===== src/rtl/snitch_asic_dw_serializer.sv =====
// rtl/snitch_asic_dw_serializer.sv - MemDW core request to AsicDW-beat link serializer with read reassembly
module snitch_asic_dw_serializer #(
    parameter int unsigned AsicAW    = 8,
    parameter int unsigned AsicDW    = 4,
    parameter int unsigned MemDW     = 32,
    parameter int unsigned Stages    = MemDW / AsicDW,
    parameter int unsigned StrbWidth = MemDW / 8
) (
    input  logic                 clk_i,
    input  logic                 rst_i,
    input  logic [AsicAW-1:0]    core_req_addr_i,
    input  logic [MemDW-1:0]     core_req_data_i,
    input  logic                 core_req_write_i,
    input  logic [StrbWidth-1:0] core_req_wstrb_i,
    input  logic                 core_req_valid_i,
    output logic                 core_req_ready_o,
    output logic [MemDW-1:0]     core_rsp_data_o,
    output logic                 core_rsp_valid_o,
    input  logic                 core_rsp_ready_i,
    output logic [AsicAW-1:0]    asic_req_addr_o,
    output logic [AsicDW-1:0]    asic_req_data_o,
    output logic                 asic_req_write_o,
    output logic                 asic_req_wstrb_o,
    output logic                 asic_req_valid_o,
    input  logic                 asic_req_ready_i,
    input  logic [AsicDW-1:0]    asic_rsp_data_i,
    input  logic                 asic_rsp_valid_i,
    output logic                 asic_rsp_ready_o
);

    localparam int unsigned CntW = (Stages > 1) ? $clog2(Stages) : 1;
    localparam logic [CntW-1:0] LastBeat = CntW'(Stages - 1);

    typedef enum logic [1:0] {
        IDLE,
        SEND,
        WAIT_RSP,
        RESP
    } state_e;

    state_e                state_q;
    state_e                state_d;
    logic [CntW-1:0]       cnt_q;
    logic [AsicAW-1:0]     addr_q;
    logic                  write_q;
    logic [MemDW-1:0]      data_q;
    logic [StrbWidth-1:0]  wstrb_q;
    logic [MemDW-1:0]      rsp_q;
    logic                  last_beat;
    logic                  send_active;
    logic [StrbWidth-1:0]  strb_shift;

    // Reads occupy a single request beat; writes stream all Stages beats.
    assign last_beat   = !write_q || (cnt_q == LastBeat);
    assign send_active = (state_q == SEND);

    // Bring the strobe of the byte holding beat k up to the MSB position.
    assign strb_shift = wstrb_q << ((int'(cnt_q) * AsicDW) / 8);

    assign asic_req_addr_o  = send_active ? addr_q : '0;
    assign asic_req_write_o = send_active & write_q;
    assign asic_req_data_o  = send_active ? data_q[MemDW-1 -: AsicDW] : '0;
    assign asic_req_wstrb_o = send_active & strb_shift[StrbWidth-1];
    assign core_rsp_data_o  = rsp_q;

    always_comb begin
        state_d          = state_q;
        core_req_ready_o = 1'b0;
        asic_req_valid_o = 1'b0;
        asic_rsp_ready_o = 1'b0;
        core_rsp_valid_o = 1'b0;
        case (state_q)
            IDLE: begin
                core_req_ready_o = 1'b1;
                if (core_req_valid_i) begin
                    state_d = SEND;
                end
            end
            SEND: begin
                asic_req_valid_o = 1'b1;
                if (asic_req_ready_i && last_beat) begin
                    state_d = write_q ? IDLE : WAIT_RSP;
                end
            end
            WAIT_RSP: begin
                asic_rsp_ready_o = 1'b1;
                if (asic_rsp_valid_i && (cnt_q == LastBeat)) begin
                    state_d = RESP;
                end
            end
            RESP: begin
                core_rsp_valid_o = 1'b1;
                if (core_rsp_ready_i) begin
                    state_d = IDLE;
                end
            end
            default: state_d = IDLE;
        endcase
    end

    always_ff @(posedge clk_i) begin
        if (rst_i) begin
            state_q <= IDLE;
            cnt_q   <= '0;
            addr_q  <= '0;
            write_q <= 1'b0;
            data_q  <= '0;
            wstrb_q <= '0;
            rsp_q   <= '0;
        end else begin
            state_q <= state_d;
            case (state_q)
                IDLE: begin
                    if (core_req_valid_i) begin
                        addr_q  <= core_req_addr_i;
                        write_q <= core_req_write_i;
                        data_q  <= core_req_write_i ? core_req_data_i : '0;
                        wstrb_q <= core_req_write_i ? core_req_wstrb_i : '0;
                        cnt_q   <= '0;
                    end
                end
                SEND: begin
                    if (asic_req_ready_i) begin
                        data_q <= data_q << AsicDW;
                        cnt_q  <= last_beat ? '0 : cnt_q + 1'b1;
                    end
                end
                WAIT_RSP: begin
                    // MSB-first arrival: each new beat enters at the bottom.
                    if (asic_rsp_valid_i) begin
                        rsp_q <= MemDW'({rsp_q, asic_rsp_data_i});
                        cnt_q <= (cnt_q == LastBeat) ? '0 : cnt_q + 1'b1;
                    end
                end
                default: ;
            endcase
        end
    end

endmodule


===== config.mk =====
export PLATFORM = sky130hd
export DESIGN_NAME = snitch_asic_dw_serializer
export DESIGN_NICKNAME = d
export VERILOG_FILES = /design/src/rtl/snitch_asic_dw_serializer.sv
export SDC_FILE = /design/constraint.sdc
export NUM_CORES = 1
export LEC_CHECK = 0
export BUFFER_PORTS_ARGS = -buffer_cell sky130_fd_sc_hd__buf_2
export CORE_MARGIN = 3
export CORE_UTILIZATION = 51
export CTS_CLUSTER_SIZE = 40
export DETAILED_ROUTE_END_ITERATION = 8
export PLACE_DENSITY = 0.8
export SLEW_MARGIN = 10
export SYNTH_ARGS = -nofsm -noshare
export SYNTH_HDL_FRONTEND = slang
export SYNTH_SLANG_ARGS = --single-unit

===== constraint.sdc =====
create_clock -name clk_i -period 2 [get_ports clk_i]
set_input_delay 0 -clock clk_i [delete_from_list [all_inputs] [get_ports clk_i]]
set_output_delay 0 -clock clk_i [all_outputs]
set_load 0.01 [all_outputs]

==> results of run 1 <==
## worst register-to-register path, cell delays in order, from the launching register on
cell	delay, ns
sky130_fd_sc_hd__dfxtp_1	0.42
sky130_fd_sc_hd__inv_1	0.11
sky130_fd_sc_hd__ha_1	0.32
sky130_fd_sc_hd__nand2b_2	0.18
sky130_fd_sc_hd__o211ai_2	0.14
sky130_fd_sc_hd__buf_12	0.20
sky130_fd_sc_hd__a221oi_1	0.29
sky130_fd_sc_hd__nor3_1	0.09
## through the flow
stage / util / hold WS [ns] / instance area, um2
3_5_place_dp: 0.6345 / 0.2455 / 3890
4_1_cts: 0.7416 / 0.006084 / 4547
6_report: 0.7457 / 0.007626 / 4572
2_1_floorplan: - / 0.1360 / 3354
5_1_grt: 0.7457 / 0.002826 / 4572
3_3_place_gp: 0.6345 / 0.2400 / 3890
## timing repair
action	in CTS	in global routing
setup endpoints to repair	0	2
hold buffers	45	1
gates resized for setup	0	1
hold endpoints to repair	45	1
## cell families (layout without fill, tap and decap cells)
group	after synthesis	in the layout	synth area share
other cells	0	1	0
buf+inv	36	176	0.04849
flops	82	82	0.4894
fa+ha+maj	7	7	0.02611
mux	3	3	0.01268
simple gates	192	192	0.2548
compound gates	87	88	0.1686
## cell usage in the layout, fill, tap and decap left out
cell	count
sky130_fd_sc_hd__dlygate4sd3_1	46
sky130_fd_sc_hd__nor2b_2	1
sky130_fd_sc_hd__a21oi_1	53
sky130_fd_sc_hd__nand2b_2	1
sky130_fd_sc_hd__nand2b_1	5
sky130_fd_sc_hd__buf_4	7
sky130_fd_sc_hd__a21o_1	1
sky130_fd_sc_hd__nand3_1	9
sky130_fd_sc_hd__a211oi_1	1
sky130_fd_sc_hd__nor2_1	33
sky130_fd_sc_hd__nor4bb_1	1
sky130_fd_sc_hd__buf_2	104
sky130_fd_sc_hd__o41ai_1	1
sky130_fd_sc_hd__dfxtp_1	82
sky130_fd_sc_hd__nand2_1	93
sky130_fd_sc_hd__mux2i_1	2
sky130_fd_sc_hd__a221oi_1	27
sky130_fd_sc_hd__and4b_1	1
sky130_fd_sc_hd__o211ai_2	1
sky130_fd_sc_hd__or3_1	1
sky130_fd_sc_hd__buf_12	1
sky130_fd_sc_hd__ha_2	1
sky130_fd_sc_hd__ha_1	6
sky130_fd_sc_hd__clkbuf_8	9
sky130_fd_sc_hd__inv_1	3
sky130_fd_sc_hd__nor4b_1	1
sky130_fd_sc_hd__clkinvlp_4	1
sky130_fd_sc_hd__nor3_1	28
sky130_fd_sc_hd__o211a_2	1
sky130_fd_sc_hd__o211a_4	1
sky130_fd_sc_hd__and2_1	16
sky130_fd_sc_hd__nand4_1	2
sky130_fd_sc_hd__mux4_2	1
sky130_fd_sc_hd__clkinv_2	3
sky130_fd_sc_hd__diode_2	1
sky130_fd_sc_hd__bufinv_16	2
sky130_fd_sc_hd__o21ai_0	2
## metal layers
metal | vias up | global-route usage | wire length (um)
li1 | 1683 | - | -
met1 | 1526 | 0.3061 | 3918
met2 | 137 | 0.4141 | 4545
met3 | 20 | 0.06433 | 631
met4 | 0 | 0.09484 | 235
met5 | - | 0 | 0
## sequential cells by signal, summed over array words and instances, names as in the netlist, named ones only
name	flops
wstrb_q	4
state_q	1
cnt_q	3
write_q	1
data_q	32
addr_q	8
core_rsp_data_o	32
## power groups by stage
stage	clock, mW	sequential, mW	combinational, mW
floorplan	0	1.96	0.846
global route	1.36	1.99	1.34
global placement	0	1.98	1.04
detailed placement	0	1.99	1.06
CTS	1.29	1.95	1.14
finish	1.27	1.96	1.21
## worst max path at each step
stage / endpoint
3_3_place_gp: state_q[0]$_SDFFE_PP0P_
3_5_place_dp: data_q[0]$_SDFFE_PP0P_
6_report: data_q[18]$_SDFFE_PP0P_
4_1_cts: data_q[0]$_SDFFE_PP0P_
2_1_floorplan: data_q[26]$_SDFFE_PP0P_
5_1_grt: data_q[18]$_SDFFE_PP0P_
## final cells by class
class | instances | area, um2
Sequential cell | 82 | 1642
Multi-Input combinational cell | 290 | 1563
Fill cell | 463 | 1559
Timing Repair Buffer | 158 | 1054
Clock buffer | 9 | 123.9
Tap cell | 75 | 93.84
Clock inverter | 6 | 82.58
Inverter | 3 | 11.26
Antenna cell | 1 | 2.502
==> metrics.cfg, run 1 <==
[run_status]
run_status=finished, final reports clean

[pwr]
pwr_density_cell_nw_per_um2=971.1
power.share.clock=0.285
switchingPower_mw=1.403
power_leakage_nw=1.954
internal-power_mw=3.037
fin_total_pwr_mw=4.440
share_seq_of_total_power=0.442
max-vdd-ir-drop_v=0.0006066
sw_frac_of_total=0.3159
power.share.combinational=0.272

[critical_path]
path_depth=7
rr_endpoint=data_q[18]$_SDFFE_PP0P_
critPathTopFamily=compound AO/OA/AOI/OAI gates
path_max_fanout=32
setup.worst_path.start=state_q[0]$_SDFFE_PP0P_
timing.setup.critical_path_class=register to register
timing.critical_path.required_ns=2.21
sort_of_element_at_the_start_of_the_critical_path=register
worstReg2RegStart=state_q[0]$_SDFFE_PP0P_
setup.reg_to_reg.worst_slack_ns=0.13
critical-path-slowest-cell=sky130_fd_sc_hd__dfxtp_1
crit_path_cell_trace=inv_1, ha_1, nand2b_2, o211ai_2, buf_12, a221oi_1, nor3_1
element_type_at_the_critical_path_end=register
critPathArrivalTime_ns=2.08
max_stage_delay_ns=0.42
cell_depth_of_the_worst_flop_to_flop_path=7
cp_num_buf_inv=2

[cts]
ctsLongestPathBuffers=2
cts.root.buffer_cell=sky130_fd_sc_hd__clkbuf_8
cts.sink_count=82
cts_inserted_buffers=9
cts.reportedPaths.clkPinSlew_ns=0.08
cts_max_level=3
postCtsSetupRepairBufs=0
clock_network_latency_to_the_later_pin_of_the_worst_skew_pair_ns=0.34
tritoncts_clock_tree=yes

[logic_synthesis]
synth.most_common_cell=sky130_fd_sc_hd__nand2_1
postSynthNetCount=469
number_of_warnings_reported_in_the_yosys_synthesis_log=0
async_reset_ff_frac=0
ys_dominant_reg_cell=sky130_fd_sc_hd__dfxtp_1
synth.ff_latch_count=82
synthTopCellsByCount=93 x sky130_fd_sc_hd__nand2_1, 82 x sky130_fd_sc_hd__dfxtp_1, 53 x sky130_fd_sc_hd__a21oi_1, 33 x sky130_fd_sc_hd__nor2_1, 28 x sky130_fd_sc_hd__nor3_1
syn_inst=407
postSynthAreaPerCell_um2=8.242
synth_top_area_frac=0.4894
yosysTopAreaCell=sky130_fd_sc_hd__dfxtp_1
unique_cell_type_count_in_the_yosys_netlist=29
synth_seq_area_share=0.4894
post_synth_main_area_contributors=sky130_fd_sc_hd__dfxtp_1 49%, sky130_fd_sc_hd__nand2_1 10%, sky130_fd_sc_hd__a21oi_1 7.9%
count_of_flip_flops_with_a_built_in_enable_after_synthesis=0
netlist_area_um2=3354

[sta]
rsz0062_at_grt=false
timing.final.setup_violations=0
fmax_mhz=536.2
slew_viol_final=0
worstMarginPinSlew_ns=0.4622
finalClockSkew_ns=0.01090
totalNegativeSetupSlack_ns=0
period_needed_ns=1.865
timing.final.ws_setup_ns=0.1349
worst_slew_margin_rel=0.6918
report.final.hold_viol_count=0
final.period_utilization=0.9326

[floorplanning]
core.rowCount=28
initial_core_utilization=0.5471
total_die_area_um2=7586
design.portCount=105
die_h_um=87.10
core-area_um2=6131
chipWidth_um=87.10

[min_path]
whs_endpoint=data_q[9]$_SDFFE_PP0P_
hp-start=core_req_data_i[9]
hold_path_depth=3
timing.hold.worst.class=primary input to register

[placement]
dp_cells=561
finalWeightedCongestion=0.7869
port-buffer-count=104
worst_setup_timing_slack_at_the_placement_stage_ns=0.2138
post_detail_place_hpwl_mm=5.178

[global_routing]
first_pass_grt_wire_length_mm=14.88
maximum_number_of_pins_on_one_net_before_global_route_repair=38
grt_antenna_before_repair=1
number_of_global_route_vias_before_repair=3175
grt_remaining_overflow=0
grt_use_total=0.2478

[drt]
dr.pass1.iters=5
wire_per_inst_um=14.95
drc_viols=0
count_of_vias_placed_by_the_detailed_router=3366
drt-vias-per-instance=5.394
route.antenna.remaining_nets=0
drt_first_iter_violations=315
route.final.wire_length_mm=9.330

[finish]
nets=606
non_filler_instance_count_after_layout=624
drive_gt1_frac=0.2445
layout-area-overhead-vs-synth_pct=36.29

[run]
drv.max_cap_violation_count=0

Power figures use the tool's default switching activity.
==> run 2: changes to the inputs <==
--- a/config.mk
+++ b/config.mk
@@ -5,12 +5,12 @@
 export SDC_FILE = /design/constraint.sdc
 export NUM_CORES = 1
 export LEC_CHECK = 0
+export ABC_AREA = 1
 export BUFFER_PORTS_ARGS = -buffer_cell sky130_fd_sc_hd__buf_2
 export CORE_MARGIN = 3
-export CORE_UTILIZATION = 51
+export CORE_UTILIZATION = 26
 export CTS_CLUSTER_SIZE = 40
 export DETAILED_ROUTE_END_ITERATION = 8
-export PLACE_DENSITY = 0.8
 export SLEW_MARGIN = 10
 export SYNTH_ARGS = -nofsm -noshare
 export SYNTH_HDL_FRONTEND = slang
==> metrics.cfg, run 2 <==
[run_status]
run_status=finished, final reports clean  ; unchanged

[drt]
wire_per_inst_um=11.54  ; was 14.95 um
route.antenna.remaining_nets=0  ; unchanged
drt-vias-per-instance=4.241  ; was 5.394
count_of_vias_placed_by_the_detailed_router=3507  ; was 3366
drt_first_iter_violations=166  ; was 315
dr.pass1.iters=4  ; was 5
route.final.wire_length_mm=9.544  ; was 9.330 mm
drc_viols=0  ; unchanged

[floorplanning]
die_h_um=125.5  ; was 87.10 um
chipWidth_um=125.5  ; was 87.10 um
core-area_um2=13930  ; was 6131 um2
total_die_area_um2=15750  ; was 7586 um2
initial_core_utilization=0.2664  ; was 0.5471
design.portCount=105  ; unchanged
core.rowCount=43  ; was 28

[placement]
worst_setup_timing_slack_at_the_placement_stage_ns=0.3461  ; was 0.2138 ns
post_detail_place_hpwl_mm=6.456  ; was 5.178 mm
finalWeightedCongestion=0.7607  ; was 0.7869
port-buffer-count=104  ; unchanged

[sta]
worstMarginPinSlew_ns=0.5895  ; was 0.4622 ns
rsz0062_at_grt=false  ; unchanged
fmax_mhz=546.9  ; was 536.2 MHz
period_needed_ns=1.829  ; was 1.865 ns
slew_viol_final=0  ; unchanged
hold_ws_ns=0.01645  ; was 0.007626 ns
totalNegativeSetupSlack_ns=0  ; unchanged
finalClockSkew_ns=0.005484  ; was 0.01090 ns
final.period_utilization=0.9143  ; was 0.9326
timing.final.ws_setup_ns=0.1715  ; was 0.1349 ns
worst_slew_margin_rel=0.6070  ; was 0.6918
timing.final.setup_violations=0  ; unchanged
report.final.hold_viol_count=0  ; unchanged

[critical_path]
element_type_at_the_critical_path_end=register  ; unchanged
cell_depth_of_the_worst_flop_to_flop_path=9  ; was 7
cpMostUsedCell=sky130_fd_sc_hd__nand2_1
crit_path_cell_trace=inv_1, ha_4, nand2_1, clkinv_1, nand2_1, inv_1, nand2_1, a21oi_1, dlygate4sd3_1  ; was inv_1, ha_1, nand2b_2, o211ai_2, buf_12, a221oi_1, nor3_1
path_max_fanout=5  ; was 32
sort_of_element_at_the_start_of_the_critical_path=register  ; unchanged
timing.critical_path.required_ns=2.23  ; was 2.21 ns
critPathArrivalTime_ns=2.05  ; was 2.08 ns
timing.setup.critical_path_class=register to register  ; unchanged
critical-path-slowest-cell=sky130_fd_sc_hd__dlygate4sd3_1  ; was sky130_fd_sc_hd__dfxtp_1
max_stage_delay_ns=0.56  ; was 0.42 ns
rr_endpoint=wstrb_q[1]$_SDFFE_PP0P_  ; was data_q[18]$_SDFFE_PP0P_
setup.reg_to_reg.worst_slack_ns=0.17  ; was 0.13 ns
worstReg2RegStart=state_q[0]$_SDFFE_PP0P_  ; unchanged

[cts]
cts_max_level=3  ; unchanged
postCtsSetupRepairBufs=0  ; unchanged
clock_network_latency_to_the_later_pin_of_the_worst_skew_pair_ns=0.34  ; about the same
cts.sink_count=82  ; unchanged
ctsLongestPathBuffers=2  ; unchanged
tritoncts_clock_tree=yes  ; unchanged
cts.reportedPaths.clkPinSlew_ns=0.06  ; was 0.08 ns
cts.root.buffer_cell=sky130_fd_sc_hd__clkbuf_16  ; was sky130_fd_sc_hd__clkbuf_8
cts_inserted_buffers=9  ; unchanged

[global_routing]
grt_remaining_overflow=0  ; unchanged
first_pass_grt_wire_length_mm=15.58  ; was 14.88 mm
number_of_global_route_vias_before_repair=3287  ; was 3175
grt_use_total=0.1217  ; was 0.2478
grt_antenna_before_repair=0  ; was 1
maximum_number_of_pins_on_one_net_before_global_route_repair=38  ; unchanged

[logic_synthesis]
async_reset_ff_frac=0  ; unchanged
synth.most_common_cell=sky130_fd_sc_hd__nor2_1  ; was sky130_fd_sc_hd__nand2_1
number_of_warnings_reported_in_the_yosys_synthesis_log=0  ; unchanged
unique_cell_type_count_in_the_yosys_netlist=23  ; was 29
postSynthAreaPerCell_um2=7.044  ; was 8.242 um2
netlist_area_um2=3712  ; was 3354 um2
synthTopCellsByCount=130 x sky130_fd_sc_hd__nor2_1, 91 x sky130_fd_sc_hd__nand2_1, 82 x sky130_fd_sc_hd__dfxtp_1, 46 x sky130_fd_sc_hd__o21ai_0  ; was 93 x sky130_fd_sc_hd__nand2_1, 82 x sky130_fd_sc_hd__dfxtp_1, 53 x sky130_fd_sc_hd__a21oi_1, 33 x sky130_fd_sc_hd__nor2_1, 28 x sky130_fd_sc_hd__nor3_1
post_synth_main_area_contributors=sky130_fd_sc_hd__dfxtp_1 44%, sky130_fd_sc_hd__nor2_1 13%, sky130_fd_sc_hd__nand2_1 9.2%  ; was sky130_fd_sc_hd__dfxtp_1 49%, sky130_fd_sc_hd__nand2_1 10%, sky130_fd_sc_hd__a21oi_1 7.9%
postSynthNetCount=589  ; was 469
ys_dominant_reg_cell=sky130_fd_sc_hd__dfxtp_1  ; unchanged
count_of_flip_flops_with_a_built_in_enable_after_synthesis=0  ; unchanged
synth_seq_area_share=0.4422  ; was 0.4894
syn_inst=527  ; was 407
yosysTopAreaCell=sky130_fd_sc_hd__dfxtp_1  ; unchanged
synth_top_area_frac=0.4422  ; was 0.4894
synth.ff_latch_count=82  ; unchanged

[run]
drv.max_cap_violation_count=0  ; unchanged

[finish]
layout_common_cells=130 x sky130_fd_sc_hd__nor2_1, 104 x sky130_fd_sc_hd__buf_2, 91 x sky130_fd_sc_hd__nand2_1, 81 x sky130_fd_sc_hd__dfxtp_1, 46 x sky130_fd_sc_hd__o21ai_0  ; was 104 x sky130_fd_sc_hd__buf_2, 93 x sky130_fd_sc_hd__nand2_1, 82 x sky130_fd_sc_hd__dfxtp_1, 53 x sky130_fd_sc_hd__a21oi_1, 46 x sky130_fd_sc_hd__dlygate4sd3_1
antennaDiodeCount=0  ; was 1
drive_gt1_frac=0.2396  ; was 0.2445
nets=704  ; was 606
layout.cells.most_common=sky130_fd_sc_hd__nor2_1  ; was sky130_fd_sc_hd__buf_2
layout-area-overhead-vs-synth_pct=31.58  ; was 36.29%

[pwr]
power_leakage_nw=2.399  ; was 1.954 nW
max-vdd-ir-drop_v=0.0006171  ; was 0.0006066 V
fin_total_pwr_mw=7.119  ; was 4.440 mW
pwr_density_cell_nw_per_um2=1457  ; was 971.1 nW/um2

[min_path]
hold_path_depth=5  ; was 3
whs_endpoint=data_q[9]$_SDFFE_PP0P_  ; unchanged
hp-start=core_req_data_i[9]  ; unchanged
timing.hold.worst.class=primary input to register  ; unchanged

run 2: power by group:
part	switching (mW)	leakage, nW	internal [mW]
sequential	0.295	0.672	2.16
combinational	1.88	1.58	1.10
clock	0.644	0.147	1.04
total	2.82	2.40	4.30
run 2: metal layers:
layer	vias up	routed length, um	GRT usage
met5	-	0	0
met4	0	185	0.05931
met3	12	351	0.02136
met2	68	4339	0.1932
met1	1526	4668	0.1596
li1	1901	-	-
run 2: metrics by stage:
stage | std cells | utilization | area (um2)
2_1_floorplan | 527 | - | 3712
3_3_place_gp | 790 | 0.3127 | 4358
3_5_place_dp | 790 | 0.3127 | 4358
4_1_cts | 827 | 0.3493 | 4867
5_1_grt | 827 | 0.3505 | 4885
6_report | 827 | 0.3505 | 4885
run 2: worst max-delay path by stage:
stage / start / end / cells after the start
floorplan: state_q[0]$_SDFFE_PP0P_ / data_q[12]$_SDFFE_PP0P_ / 9
global placement: register / data_q[18]$_SDFFE_PP0P_ / 8
detailed placement: state_q[0]$_SDFFE_PP0P_ / data_q[25]$_SDFFE_PP0P_ / 8
CTS: state_q[0]$_SDFFE_PP0P_ / wstrb_q[3]$_SDFFE_PP0P_ / 9
global route: register / wstrb_q[3]$_SDFFE_PP0P_ / 9
finish: state_q[0]$_SDFFE_PP0P_ / wstrb_q[1]$_SDFFE_PP0P_ / 9
run 2: logic make-up after synthesis:
family,after synthesis,synth area share
buffers and inverters,65,0.09134
AND/OR/NAND/NOR,283,0.3209
adder cells (fa/ha/maj),7,0.02359
AO/OA/AOI/OAI,90,0.1220
flip-flops,82,0.4422
run 2: layout make-up:
type	count	area, um2
timing repair buffer	136	842.1
multi-input combinational	380	1744
clock buffer	14	264.0
fill	1518	9050
inverter	33	131.4
clock inverter	2	35.03
sequential	82	1643
tap	180	225.2
run 2: worst max-delay path, delay by kind of cell (launching register included):
kind,cells,cell delay (ns)
compound gates,1,0.05
fa+ha+maj,1,0.19
buf+inv,4,0.86
flops,1,0.36
simple gates,3,0.24
run 2: what timing repair did:
item                                    CTS  global route
hold buffers                             21             0
gates resized for setup                   0             4
hold endpoints to repair                 21             0
endpoints found under the setup margin    0             4
==> run 3: changes to the inputs <==
--- a/config.mk
+++ b/config.mk
@@ -5,7 +5,6 @@
 export SDC_FILE = /design/constraint.sdc
 export NUM_CORES = 1
 export LEC_CHECK = 0
-export ABC_AREA = 1
 export BUFFER_PORTS_ARGS = -buffer_cell sky130_fd_sc_hd__buf_2
 export CORE_MARGIN = 3
 export CORE_UTILIZATION = 26
==> metrics.cfg, run 3 (synthesis results as in run 1) <==
[run_status]
run_status=finished, final reports clean  ; unchanged

[sta]
slew_viol_final=0  ; unchanged
worstMarginPinSlew_ns=0.7003  ; was 0.5895 ns
totalNegativeSetupSlack_ns=0  ; unchanged
rsz0062_at_grt=false  ; unchanged
hold_ws_ns=0.009557  ; was 0.01645 ns
report.final.hold_viol_count=0  ; unchanged
worst_slew_margin_rel=0.5331  ; was 0.6070
timing.final.setup_violations=0  ; unchanged
fmax_mhz=550.7  ; was 546.9 MHz
final.period_utilization=0.9079  ; was 0.9143
period_needed_ns=1.816  ; was 1.829 ns
finalClockSkew_ns=0.005254  ; was 0.005484 ns

[drt]
dr.pass1.iters=4  ; unchanged
drt-vias-per-instance=4.670  ; was 4.241
route.final.wire_length_mm=9.776  ; was 9.544 mm
route.antenna.remaining_nets=0  ; unchanged
count_of_vias_placed_by_the_detailed_router=3325  ; was 3507
drt_first_iter_violations=215  ; was 166
wire_per_inst_um=13.73  ; was 11.54 um
drc_viols=0  ; unchanged

[cts]
cts.root.buffer_cell=sky130_fd_sc_hd__clkbuf_16  ; unchanged
tritoncts_clock_tree=yes  ; unchanged
cts_inserted_buffers=9  ; unchanged
cts.reportedPaths.clkPinSlew_ns=0.06  ; about the same
cts.sink_count=82  ; unchanged
ctsLongestPathBuffers=2  ; unchanged
postCtsSetupRepairBufs=0  ; unchanged
clock_network_latency_to_the_later_pin_of_the_worst_skew_pair_ns=0.33  ; was 0.34 ns
cts_max_level=3  ; unchanged

[floorplanning]
die_h_um=119.6  ; was 125.5 um
initial_core_utilization=0.2725  ; was 0.2664
core.rowCount=40  ; was 43
chipWidth_um=119.6  ; was 125.5 um
total_die_area_um2=14300  ; was 15750 um2
design.portCount=105  ; unchanged
core-area_um2=12310  ; was 13930 um2

[placement]
post_detail_place_hpwl_mm=6.204  ; was 6.456 mm
port-buffer-count=104  ; unchanged
finalWeightedCongestion=0.7358  ; was 0.7607
dp_cells=652  ; was 790

[finish]
antennaDiodeCount=0  ; unchanged
nets=602  ; was 704
layout.cells.most_common=sky130_fd_sc_hd__buf_2  ; was sky130_fd_sc_hd__nor2_1
layout-area-overhead-vs-synth_pct=41.59  ; was 31.58%
non_filler_instance_count_after_layout=712  ; was 827
layout.core_utilization=0.3858  ; was 0.3505
drive_gt1_frac=0.2390  ; was 0.2396
layout_common_cells=104 x sky130_fd_sc_hd__buf_2, 93 x sky130_fd_sc_hd__nand2_1, 82 x sky130_fd_sc_hd__dfxtp_1, 53 x sky130_fd_sc_hd__a21oi_1, 45 x sky130_fd_sc_hd__dlygate4sd3_1  ; was 130 x sky130_fd_sc_hd__nor2_1, 104 x sky130_fd_sc_hd__buf_2, 91 x sky130_fd_sc_hd__nand2_1, 81 x sky130_fd_sc_hd__dfxtp_1, 46 x sky130_fd_sc_hd__o21ai_0

[critical_path]
timing.critical_path.required_ns=2.00  ; was 2.23 ns
critPathArrivalTime_ns=1.82  ; was 2.05 ns
path_max_fanout=41  ; was 5
sort_of_element_at_the_start_of_the_critical_path=register  ; unchanged
element_type_at_the_critical_path_end=output port  ; was register
timing.setup.critical_path_class=register to output port  ; was register to register

[global_routing]
met1_usage_grt=0.1613  ; was 0.1596
grt_antenna_before_repair=0  ; unchanged
first_pass_grt_wire_length_mm=15.99  ; was 15.58 mm
grt_remaining_overflow=0  ; unchanged
globalRoute.busiestLayer=met2  ; unchanged
globalRouteMet2Util=0.2338  ; was 0.1932
use_met3=0.03534  ; was 0.02136
grt_use_total=0.1373  ; was 0.1217
maximum_number_of_pins_on_one_net_before_global_route_repair=50  ; was 38
number_of_global_route_vias_before_repair=3257  ; was 3287

[pwr]
fin_total_pwr_mw=4.735  ; was 7.119 mW
power_leakage_nw=1.979  ; was 2.399 nW
max-vdd-ir-drop_v=0.0004218  ; was 0.0006171 V
pwr_density_cell_nw_per_um2=996.9  ; was 1457 nW/um2

[run]
drv.max_cap_violation_count=0  ; unchanged

[min_path]
timing.hold.worst.class=primary input to register  ; unchanged

run 3: changes by cell type in the layout (fill, tap and decap cells not counted), moves of 21 or more:
cell | previous run | this run
sky130_fd_sc_hd__a221oi_1 | 0 | 27
sky130_fd_sc_hd__o21ai_0 | 46 | 2
sky130_fd_sc_hd__nor2_1 | 130 | 33
sky130_fd_sc_hd__inv_1 | 30 | 3
sky130_fd_sc_hd__nor2_2 | 21 | 0
sky130_fd_sc_hd__dlygate4sd3_1 | 21 | 45
sky130_fd_sc_hd__a21oi_1 | 8 | 53
sky130_fd_sc_hd__o21ai_1 | 35 | 0
sky130_fd_sc_hd__nor3_1 | 1 | 28
sky130_fd_sc_hd__nand3_1 | 35 | 9
run 3: final cells by class:
type / instances / area [um2]
fill: 1252 / 7562
timing repair buffer: 155 / 1045
tap: 168 / 210.2
sequential: 82 / 1642
clock buffer: 12 / 246.5
inverter: 3 / 11.26
multi-input combinational: 289 / 1555
clock inverter: 3 / 40.04
run 3: metal layers:
layer  up-vias  routed length, um  share of wire
li1       1667                  -              -
met1      1543               4060           0.42
met2        93               4941           0.51
met3        22                488          0.050
met4         0                286          0.029
met5         -                  0              0
run 3: stage by stage:
stage          worst slack, ns  cell area [um2]
4_1_cts                0.08324             4743
3_5_place_dp            0.2204             4006
6_report                0.1841             4750
5_1_grt                0.06190             4750
2_1_floorplan           0.4196             3354
3_3_place_gp            0.3076             4006
run 3: repair_timing:
item | 4_1_cts | 5_1_grt
endpoints found under the setup margin | 0 | 15
hold buffers | 45 | 0
gates resized for setup | 0 | 2
hold endpoints to repair | 45 | 0
run 3: worst max-delay path, cell delays in order (launching register included):
cell	delay, ns
sky130_fd_sc_hd__dfxtp_1	0.33
sky130_fd_sc_hd__inv_1	0.13
sky130_fd_sc_hd__ha_2	0.38
sky130_fd_sc_hd__buf_6	0.33
sky130_fd_sc_hd__and2_1	0.17
sky130_fd_sc_hd__buf_2	0.13
run 3: where the power goes:
| part | switching [mW] | total, mW | leakage (nW) | internal [mW] |
|---|---|---|---|---|
| Combinational | 0.679 | 1.17 | 1.17 | 0.493 |
| Sequential | 0.107 | 1.95 | 0.669 | 1.85 |
| Clock | 0.619 | 1.61 | 0.142 | 0.991 |
| Total | 1.41 | 4.73 | 1.98 | 3.33 |
run 3: path summary, 6_finish.rpt:
| kind | to | startpoint | slack (ns) | cells past startpoint |
|---|---|---|---|---|
| setup / recovery | asic_req_data_o[2] | register | 0.18 | 5 |
| setup reg to reg | state_q[0]$_SDFFE_PP0P_ | state_q[0]$_SDFFE_PP0P_ | 0.20 | 6 |
| hold reg to reg | addr_q[1]$_SDFFE_PP0P_ | addr_q[1]$_SDFFE_PP0P_ | 0.45 | 2 |
| hold / removal | data_q[21]$_SDFFE_PP0P_ | core_req_data_i[21] | 0.01 | 3 |
